$ cat src/rtl/rca_config.sv
`default_nettype none
// +----------------------------------------------------------------------+
// | rca_config : shared grid geometry, data width and row-index type      |
// | Rev 1.0                                                              |
// +----------------------------------------------------------------------+
package rca_config;
  localparam int XLEN          = 32;
  localparam int GRID_NUM_ROWS = 6;
  localparam int MAX_IDS       = 8;
  localparam int ROW_W         = (GRID_NUM_ROWS > 1) ? $clog2(GRID_NUM_ROWS) : 1;

  typedef logic [ROW_W-1:0] row_idx_t;
endpackage
`default_nettype wire

$ cat src/rtl/rca_load_writeback_ctrl_if.sv
`default_nettype none
// +----------------------------------------------------------------------+
// | rca_load_writeback_ctrl_if / fifo_interface : controller bus and the  |
// | queue handshake used by taiga_fifo.  Rev 1.0                          |
// +----------------------------------------------------------------------+
interface rca_load_writeback_ctrl_if
  import rca_config::XLEN;
#(
  parameter int GRID_NUM_ROWS = rca_config::GRID_NUM_ROWS,
  parameter int DEPTH         = rca_config::MAX_IDS
);
  localparam int ROW_W = (GRID_NUM_ROWS > 1) ? $clog2(GRID_NUM_ROWS) : 1;
  localparam int CNT_W = $clog2(DEPTH + 1);

  logic                     flush;
  logic                     issue_valid;
  logic [ROW_W-1:0]         issue_row;
  logic                     issue_ready;
  logic                     load_complete;
  logic [XLEN-1:0]          load_data;
  logic [GRID_NUM_ROWS-1:0] row_ready;
  logic [GRID_NUM_ROWS-1:0] wb_valid;
  logic [XLEN-1:0]          wb_data;
  logic [CNT_W-1:0]         outstanding;
  logic                     idle;
  logic                     overflow_err;

  modport master (
    output flush, issue_valid, issue_row, load_complete, load_data, row_ready,
    input  issue_ready, wb_valid, wb_data, outstanding, idle, overflow_err
  );

  modport slave (
    input  flush, issue_valid, issue_row, load_complete, load_data, row_ready,
    output issue_ready, wb_valid, wb_data, outstanding, idle, overflow_err
  );
endinterface

interface fifo_interface #(
  parameter int DATA_WIDTH = 32,
  parameter int FIFO_DEPTH = 4
);
  localparam int CNT_W = $clog2(FIFO_DEPTH + 1);

  logic                  push;
  logic                  pop;
  logic [DATA_WIDTH-1:0] data_in;
  logic [DATA_WIDTH-1:0] data_out;
  logic                  valid;
  logic                  full;
  logic [CNT_W-1:0]      count;

  modport enqueue   (output push, data_in, input full, count);
  modport dequeue   (output pop, input valid, data_out, count);
  modport structure (input push, pop, data_in, output data_out, valid, full, count);
endinterface
`default_nettype wire

$ cat src/rtl/rca_load_writeback_ctrl_fifo.sv
`default_nettype none
// +----------------------------------------------------------------------+
// | taiga_fifo : circular queue; caller guarantees no push-when-full      |
// | without a pop and no pop-when-empty.  Rev 1.0                         |
// +----------------------------------------------------------------------+
module taiga_fifo #(
  parameter int DATA_WIDTH = 32,
  parameter int FIFO_DEPTH = 4
) (
  input  logic clk,
  input  logic rst,
  input  logic clr,
  fifo_interface.structure fifo
);
  localparam int PTR_W = (FIFO_DEPTH > 1) ? $clog2(FIFO_DEPTH) : 1;
  localparam int CNT_W = $clog2(FIFO_DEPTH + 1);

  logic [DATA_WIDTH-1:0] mem_q [FIFO_DEPTH];
  logic [PTR_W-1:0]      rd_ptr_q, rd_ptr_d;
  logic [PTR_W-1:0]      wr_ptr_q, wr_ptr_d;
  logic [CNT_W-1:0]      count_q, count_d;

  function automatic logic [PTR_W-1:0] ptr_inc(input logic [PTR_W-1:0] p);
    return (p == PTR_W'(FIFO_DEPTH - 1)) ? '0 : p + 1'b1;
  endfunction

  always_comb begin
    rd_ptr_d = rd_ptr_q;
    wr_ptr_d = wr_ptr_q;
    count_d  = count_q;
    if (clr) begin
      rd_ptr_d = '0;
      wr_ptr_d = '0;
      count_d  = '0;
    end else begin
      if (fifo.push) wr_ptr_d = ptr_inc(wr_ptr_q);
      if (fifo.pop)  rd_ptr_d = ptr_inc(rd_ptr_q);
      case ({fifo.push, fifo.pop})
        2'b10:   count_d = count_q + 1'b1;
        2'b01:   count_d = count_q - 1'b1;
        default: count_d = count_q;
      endcase
    end
  end

  always_ff @(posedge clk or posedge rst) begin
    if (rst) begin
      rd_ptr_q <= '0;
      wr_ptr_q <= '0;
      count_q  <= '0;
    end else begin
      rd_ptr_q <= rd_ptr_d;
      wr_ptr_q <= wr_ptr_d;
      count_q  <= count_d;
    end
  end

  // Storage needs no reset: the count alone decides what is valid.
  always_ff @(posedge clk) begin
    if (fifo.push && !clr) mem_q[wr_ptr_q] <= fifo.data_in;
  end

  assign fifo.data_out = mem_q[rd_ptr_q];
  assign fifo.valid    = (count_q != '0);
  assign fifo.full     = (count_q == CNT_W'(FIFO_DEPTH));
  assign fifo.count    = count_q;
endmodule
`default_nettype wire

$ cat src/rtl/rca_load_writeback_ctrl.sv
`default_nettype none
// +----------------------------------------------------------------------+
// | rca_load_writeback_ctrl : pairs in-order load data with destination   |
// | grid rows and writes each result back once the row is ready. Rev 1.0  |
// +----------------------------------------------------------------------+
module rca_load_writeback_ctrl
  import rca_config::XLEN;
#(
  parameter int GRID_NUM_ROWS = rca_config::GRID_NUM_ROWS,
  parameter int DEPTH         = rca_config::MAX_IDS
) (
  input  logic clk,
  input  logic rst,
  rca_load_writeback_ctrl_if.slave bus
);
  localparam int ROW_W = (GRID_NUM_ROWS > 1) ? $clog2(GRID_NUM_ROWS) : 1;
  localparam int CNT_W = $clog2(DEPTH + 1);

  typedef enum logic [1:0] {
    IDLE      = 2'd0,
    WAIT_DATA = 2'd1,
    WAIT_ROW  = 2'd2
  } state_t;

  fifo_interface #(.DATA_WIDTH(ROW_W), .FIFO_DEPTH(DEPTH)) dest_fifo ();
  fifo_interface #(.DATA_WIDTH(XLEN),  .FIFO_DEPTH(DEPTH)) data_fifo ();

  taiga_fifo #(.DATA_WIDTH(ROW_W), .FIFO_DEPTH(DEPTH)) u_dest_fifo (
    .clk(clk), .rst(rst), .clr(bus.flush), .fifo(dest_fifo)
  );
  taiga_fifo #(.DATA_WIDTH(XLEN), .FIFO_DEPTH(DEPTH)) u_data_fifo (
    .clk(clk), .rst(rst), .clr(bus.flush), .fifo(data_fifo)
  );

  state_t                   state_q, state_d;
  logic [CNT_W-1:0]         outstanding_q, outstanding_d;
  logic [CNT_W-1:0]         data_cnt_d;
  logic [GRID_NUM_ROWS-1:0] wb_valid_q, wb_valid_d;
  logic [XLEN-1:0]          wb_data_q, wb_data_d;
  logic                     overflow_q, overflow_d;

  logic [ROW_W-1:0] dest_head;
  logic             row_ok, match, issue_acc, data_push, err;

  assign dest_head = dest_fifo.data_out;
  assign row_ok    = (32'(bus.issue_row) < GRID_NUM_ROWS);
  assign match     = !bus.flush && dest_fifo.valid && data_fifo.valid && bus.row_ready[dest_head];
  // A full queue still takes a push in the cycle its head is popped.
  assign issue_acc = !bus.flush && bus.issue_valid && row_ok && (!dest_fifo.full || match);
  assign data_push = !bus.flush && bus.load_complete && (!data_fifo.full || match);
  // Data with no waiting destination means more returns than issues.
  assign err = !bus.flush &&
               ((bus.issue_valid && (!row_ok || (dest_fifo.full && !match))) ||
                (bus.load_complete && ((data_fifo.count >= dest_fifo.count) ||
                                       (data_fifo.full && !match))));

  assign dest_fifo.push    = issue_acc;
  assign dest_fifo.data_in = bus.issue_row;
  assign dest_fifo.pop     = match;
  assign data_fifo.push    = data_push;
  assign data_fifo.data_in = bus.load_data;
  assign data_fifo.pop     = match;

  always_comb begin
    outstanding_d = outstanding_q;
    data_cnt_d    = data_fifo.count;
    wb_valid_d    = '0;
    wb_data_d     = wb_data_q;
    overflow_d    = overflow_q | err;
    state_d       = IDLE;
    if (bus.flush) begin
      outstanding_d = '0;
      data_cnt_d    = '0;
    end else begin
      case ({issue_acc, match})
        2'b10: if (outstanding_q != CNT_W'(DEPTH)) outstanding_d = outstanding_q + 1'b1;
        2'b01: if (outstanding_q != '0)            outstanding_d = outstanding_q - 1'b1;
        default: outstanding_d = outstanding_q;
      endcase
      data_cnt_d = data_fifo.count + CNT_W'(data_push) - CNT_W'(match);
      if (match) begin
        wb_valid_d = GRID_NUM_ROWS'(1) << dest_head;
        wb_data_d  = data_fifo.data_out;
      end
    end
    if (outstanding_d == '0)   state_d = IDLE;
    else if (data_cnt_d == '0) state_d = WAIT_DATA;
    else                       state_d = WAIT_ROW;
  end

  always_ff @(posedge clk or posedge rst) begin
    if (rst) begin
      state_q       <= IDLE;
      outstanding_q <= '0;
      wb_valid_q    <= '0;
      wb_data_q     <= '0;
      overflow_q    <= 1'b0;
    end else begin
      state_q       <= state_d;
      outstanding_q <= outstanding_d;
      wb_valid_q    <= wb_valid_d;
      wb_data_q     <= wb_data_d;
      overflow_q    <= overflow_d;
    end
  end

  assign bus.issue_ready  = !dest_fifo.full;
  assign bus.wb_valid     = wb_valid_q;
  assign bus.wb_data      = wb_data_q;
  assign bus.outstanding  = outstanding_q;
  assign bus.idle         = (outstanding_q == '0) && !data_fifo.valid;
  assign bus.overflow_err = overflow_q;
endmodule
`default_nettype wire

$ cat src/flat_wrapper.sv
// flat-port wrapper written by rule: the top's interface ports become plain ports
module rca_load_writeback_ctrl_flat import rca_config::XLEN;
#(
  parameter int GRID_NUM_ROWS = rca_config::GRID_NUM_ROWS,
  parameter int DEPTH         = rca_config::MAX_IDS
)
  (clk, rst, bus_flush, bus_issue_valid, bus_issue_row, bus_load_complete, bus_load_data, bus_row_ready, bus_issue_ready, bus_wb_valid, bus_wb_data, bus_outstanding, bus_idle, bus_overflow_err);
  rca_load_writeback_ctrl_if #(.GRID_NUM_ROWS(GRID_NUM_ROWS), .DEPTH(DEPTH)) bus_i ();
  input  logic clk;
  input  logic rst;
  input wire logic [$bits(bus_i.flush)-1:0] bus_flush;
  input wire logic [$bits(bus_i.issue_valid)-1:0] bus_issue_valid;
  input wire logic [$bits(bus_i.issue_row)-1:0] bus_issue_row;
  input wire logic [$bits(bus_i.load_complete)-1:0] bus_load_complete;
  input wire logic [$bits(bus_i.load_data)-1:0] bus_load_data;
  input wire logic [$bits(bus_i.row_ready)-1:0] bus_row_ready;
  output wire logic [$bits(bus_i.issue_ready)-1:0] bus_issue_ready;
  output wire logic [$bits(bus_i.wb_valid)-1:0] bus_wb_valid;
  output wire logic [$bits(bus_i.wb_data)-1:0] bus_wb_data;
  output wire logic [$bits(bus_i.outstanding)-1:0] bus_outstanding;
  output wire logic [$bits(bus_i.idle)-1:0] bus_idle;
  output wire logic [$bits(bus_i.overflow_err)-1:0] bus_overflow_err;
  assign bus_i.flush = bus_flush;
  assign bus_i.issue_valid = bus_issue_valid;
  assign bus_i.issue_row = bus_issue_row;
  assign bus_i.load_complete = bus_load_complete;
  assign bus_i.load_data = bus_load_data;
  assign bus_i.row_ready = bus_row_ready;
  assign bus_issue_ready = bus_i.issue_ready;
  assign bus_wb_valid = bus_i.wb_valid;
  assign bus_wb_data = bus_i.wb_data;
  assign bus_outstanding = bus_i.outstanding;
  assign bus_idle = bus_i.idle;
  assign bus_overflow_err = bus_i.overflow_err;
  rca_load_writeback_ctrl #(.GRID_NUM_ROWS(GRID_NUM_ROWS), .DEPTH(DEPTH)) u_core (.clk(clk), .rst(rst), .bus(bus_i));
endmodule
$ cat config.mk
export PLATFORM = sky130hd
export DESIGN_NAME = rca_load_writeback_ctrl_flat
export DESIGN_NICKNAME = d
export VERILOG_FILES = /design/src/rtl/rca_config.sv /design/src/rtl/rca_load_writeback_ctrl_if.sv /design/src/rtl/rca_load_writeback_ctrl_fifo.sv /design/src/rtl/rca_load_writeback_ctrl.sv /design/src/flat_wrapper.sv
export SDC_FILE = /design/constraint.sdc
export NUM_CORES = 1
export LEC_CHECK = 0
export CELL_PAD_IN_SITES_DETAIL_PLACEMENT = 0
export CELL_PAD_IN_SITES_GLOBAL_PLACEMENT = 1
export CORE_UTILIZATION = 30
export CTS_CLUSTER_DIAMETER = 30
export DETAILED_ROUTE_END_ITERATION = 10
export GPL_TIMING_DRIVEN = 0
export PLACE_DENSITY_LB_ADDON = 0.1
export SLEW_MARGIN = 20
export SYNTH_ARGS = -nofsm -noshare
export SYNTH_HDL_FRONTEND = slang
export SYNTH_HIERARCHICAL = 1
export SYNTH_SLANG_ARGS = --single-unit
export TNS_END_PERCENT = 20
$ cat constraint.sdc
create_clock -name clk -period 14.1 [get_ports clk]
set_clock_uncertainty 0.2 [all_clocks]
set_input_delay 2.115 -clock clk [delete_from_list [all_inputs] [get_ports clk]]
set_output_delay 2.115 -clock clk [all_outputs]
set_load 0.005 [all_outputs]
==> run summary <==
internal power - 2.785 mW
GRT busiest layer - met2
peak supply drop - 0.1111 mV
All-Layer GR Usage - 14.85%
largest net degree at the start of global routing - 38
Switching Fraction - 20.95%
Slew @ Worst Pin - 922.8 ps
core area - 45,380 µm²
Tmin final - 5987 ps
hold wc startpoint - u_core/bus.wb_data[27]
power per cell area - 184.4 nW/µm²
deepest clock path buffer count - 3
clock root cell - clkbuf_16
# clock sinks - 343
cts repair resizes - 0
Die H - 216.6 µm
hold endpoint - u_core/bus.wb_data[27]
DRT iter0 DRCs - 344
initial antenna violation count - 1
Fin. Hold Viols - 0
DR vias/cell - 4.656
H-tree depth - 3
max-cap viol count - 0
Post-Syn Area - 13,810 µm²
I/O pin count - 91
CTS tree - built
number of I/O port buffers - 90
Warnings, synthesis - 6
Worst Reg-to-Reg Cells - 16
Setup Buffers After CTS - 0
fmax - 0.1670 GHz
row count - 78
hold depth - 1
Final HPWL DP - 21,550 µm
worst flop-to-flop path startpoint - u_core/u_dest_fifo/rd_ptr_q[0]
Clock power frac - 59.0%
met3 Use GR - 4.028%
Post-synth EDFFs - 280
grt met2 use - 25.42%
syn_nets - 763
Post-Synthesis Cells - 701
grt ovf - 0
first-pass GRT wire length - 51,180 µm
RSZ-0062 raised after global routing - no
layout cells sized above 1 - 35.04%
Reg-to-Reg End - u_core/u_dest_fifo/fifo.count[3]
Starting Density - 30.44%
P_sw - 0.7378 mW
CP peak stage delay - 730 ps
antenna viol nets, final - 0
Die Area - 46,910 µm²
CTS buffer count - 88
Die Width - 216.6 µm
WP data arrival - 6260 ps
Worst Path Class, Setup - in2reg
pre-CTS setup slack - 7395 ps
Critical Path RT - 14,370 ps
setup ws final - 8113 ps
status - finished clean
syn avg cell area - 19.71 µm²
Seq pwr share - 33.9%
crit start category - primary input
final setup TNS - 0 ps
Routed WL - 33,130 µm
Worst setup EP type - flop
Final Cycle Share - 42.46%
Async SR Flop Fraction - 18.37%
drt first pass iters - 5
vias - 7,356
cell taking the most area after synthesis - edfxtp_1
total power - 3.522 mW
Combinational Power Share - 7.1%
crit path max fanout - 16
slew margin rel. - 38.48%
post-synth top area share - 60.86%
DRC - 0
worst min path class - reg2reg
Slew Limit Fails - 0
Setup Viol. Count Final - 0
cts hold-fix bufs - 0
fin nets - 966
area grow syn2layout - 38.25%
gp weighted congestion - 0.7368
top cells by area, synth - edfxtp_1 61%, dfrtp_1 11%, mux4_2 11%, mux2_2 5.5%, ha_1 1.4%
routed length per instance - 20.97 µm
Worst path slowest cell - clkdlybuf4s50_1
hold slack - 300.8 ps
vias in the first global route - 8,381
clk_lat worst skew - 600 ps
unique cell type count in the Yosys netlist - 60
Leak Pwr - 6.669 nW
crit-path cells - clkdlybuf4s50_1 > nand3b_1 > a211oi_4 > nand2_4 > inv_2 > buf_4 > buf_2 > inv_1 > nor2_1 > ha_1 > a31o_1 > and4_4 > or4_1
r2r setup slk - 9000 ps
post-synthesis sequential area ratio - 72.28%
CTS clk-pin slew, worst paths - 40 ps
M1 GR Usage - 17.52%
main flop type after synthesis - edfxtp_1
Yosys reg bits - 343
==> synthesized netlist by cell type (2+ instances only) <==
| cell | number |
|---|---|
| nor3_1 | 11 |
| nand2_1 | 10 |
| mux2i_1 | 12 |
| nand2b_1 | 11 |
| nand3b_1 | 4 |
| mux2_2 | 67 |
| a2111oi_0 | 4 |
| or4_1 | 2 |
| inv_1 | 13 |
| nor4_1 | 3 |
| nor2_1 | 36 |
| o21ai_0 | 6 |
| xor2_1 | 10 |
| and2_1 | 2 |
| buf_6 | 4 |
| a31oi_1 | 2 |
| nor2b_1 | 7 |
| ha_1 | 16 |
| a21oi_1 | 5 |
| buf_4 | 5 |
| mux2_1 | 2 |
| dfrtp_1 | 63 |
| edfxtp_1 | 280 |
| clkbuf_1 | 12 |
| mux4_2 | 70 |
| buf_2 | 7 |
| xnor2_1 | 4 |
==> through the flow <==
step / utilization, % / std cells / area [µm²]
3_3_place_gp: 34.08 / 1391 / 15470
5_1_grt: 42.08 / 1579 / 19100
3_5_place_dp: 35.18 / 1414 / 15960
2_1_floorplan: - / 701 / 13810
6_report: 42.08 / 1580 / 19100
4_1_cts: 42.08 / 1579 / 19100
==> layer usage <==
layer	routed length, µm	part of all wire (%)
met5	0	0
met4	719	2.2
met3	1787	5.4
met2	16940	51
met1	13680	41
==> critical path: cells and delay by family <==
kind                       cells  cell delay (ps)
buffers and inverters          5             1730
and+or+nand+nor                5             1420
AOI/OAI and AO/OA              2              640
adders and majority gates      1              340
==> power groups by stage <==
stage               Sequential, mW  Clock (mW)  Combinational [mW]
floorplan                     1.21           0              0.0993
global placement              1.21           0               0.246
detailed placement            1.21           0               0.254
CTS                           1.20        2.12               0.257
global route                  1.20        2.18               0.270
finish                        1.19        2.08               0.250
==> flip-flops by register name, indices dropped and copies added (netlist names) <==
name and flops:
u_core/u_data_fifo/mem_q 256, u_core/bus.wb_data 32, u_core/u_dest_fifo/mem_q 24, u_core/bus.wb_valid 6, u_core/bus.outstanding 4, u_core/u_data_fifo/fifo.count 4, u_core/u_dest_fifo/fifo.count 4, u_core/u_data_fifo/rd_ptr_q 3
u_core/u_data_fifo/wr_ptr_q 3, u_core/u_dest_fifo/rd_ptr_q 3, u_core/u_dest_fifo/wr_ptr_q 3, u_core/bus.overflow_err 1
==> final cells by class <==
| type | instances | area, µm² |
|---|---|---|
| Fill cell | 4006 | 26280 |
| Sequential cell | 343 | 9985 |
| Multi-Input combinational cell | 314 | 3651 |
| Clock buffer | 111 | 2381 |
| Timing Repair Buffer | 113 | 1341 |
| Clock inverter | 54 | 750.7 |
| Tap cell | 600 | 750.7 |
| Buffer | 30 | 181.4 |
| Inverter | 14 | 55.05 |
| Antenna cell | 1 | 2.502 |
==> layout by cell type, fill, tap and decap left out, types with 2 or more instances in the layout <==
| master | count |
|---|---|
| inv_1 | 12 |
| nor2_4 | 6 |
| clkdlybuf4s50_1 | 90 |
| clkinvlp_4 | 9 |
| inv_6 | 6 |
| clkinv_1 | 6 |
| and2_1 | 2 |
| xor2_1 | 10 |
| ha_1 | 16 |
| mux2_1 | 2 |
| a21oi_1 | 5 |
| xnor2_1 | 4 |
| o21ai_0 | 6 |
| clkbuf_16 | 90 |
| nand2_1 | 10 |
| or4_1 | 2 |
| buf_2 | 7 |
| a31oi_1 | 2 |
| clkinv_4 | 5 |
| nand2b_1 | 11 |
| nor3_1 | 9 |
| bufinv_16 | 15 |
| clkinv_2 | 9 |
| mux2i_1 | 12 |
| buf_6 | 6 |
| edfxtp_1 | 280 |
| buf_16 | 13 |
| nor2b_1 | 7 |
| nor3_2 | 2 |
| mux4_2 | 70 |
| nor2_1 | 30 |
| nand3b_1 | 4 |
| clkinv_8 | 3 |
| buf_4 | 13 |
| clkbuf_8 | 5 |
| mux2_2 | 67 |
| clkbuf_1 | 28 |
| dfrtp_1 | 63 |
| nor4_1 | 3 |
| a2111oi_0 | 4 |
==> how the worst max path moves through the flow <==
stage	cells past startpoint	slack, ps	startpoint	end
detailed placement	13	7390	bus_flush	u_core/u_dest_fifo/fifo.count[3]
global placement	9	3460	bus_flush	u_core/u_data_fifo/mem_q[4][20]
CTS	13	8030	bus_flush	u_core/u_dest_fifo/fifo.count[3]
finish	13	8110	bus_flush	u_core/u_dest_fifo/fifo.count[3]
global route	13	7830	bus_flush	u_core/u_dest_fifo/fifo.count[3]
floorplan	8	7780	bus_flush	u_core/u_data_fifo/mem_q[0][0]
==> cells by family after synthesis <==
group	after synthesis	share of synthesized area, %
buf+inv	44	1.694
simple gates	101	3.976
compound gates	32	1.812
mux	151	17.91
xor+xnor	14	0.8875
fa+ha+maj	16	1.449
flops	343	72.28
No activity file was read; power rests on OpenSTA's default activity.
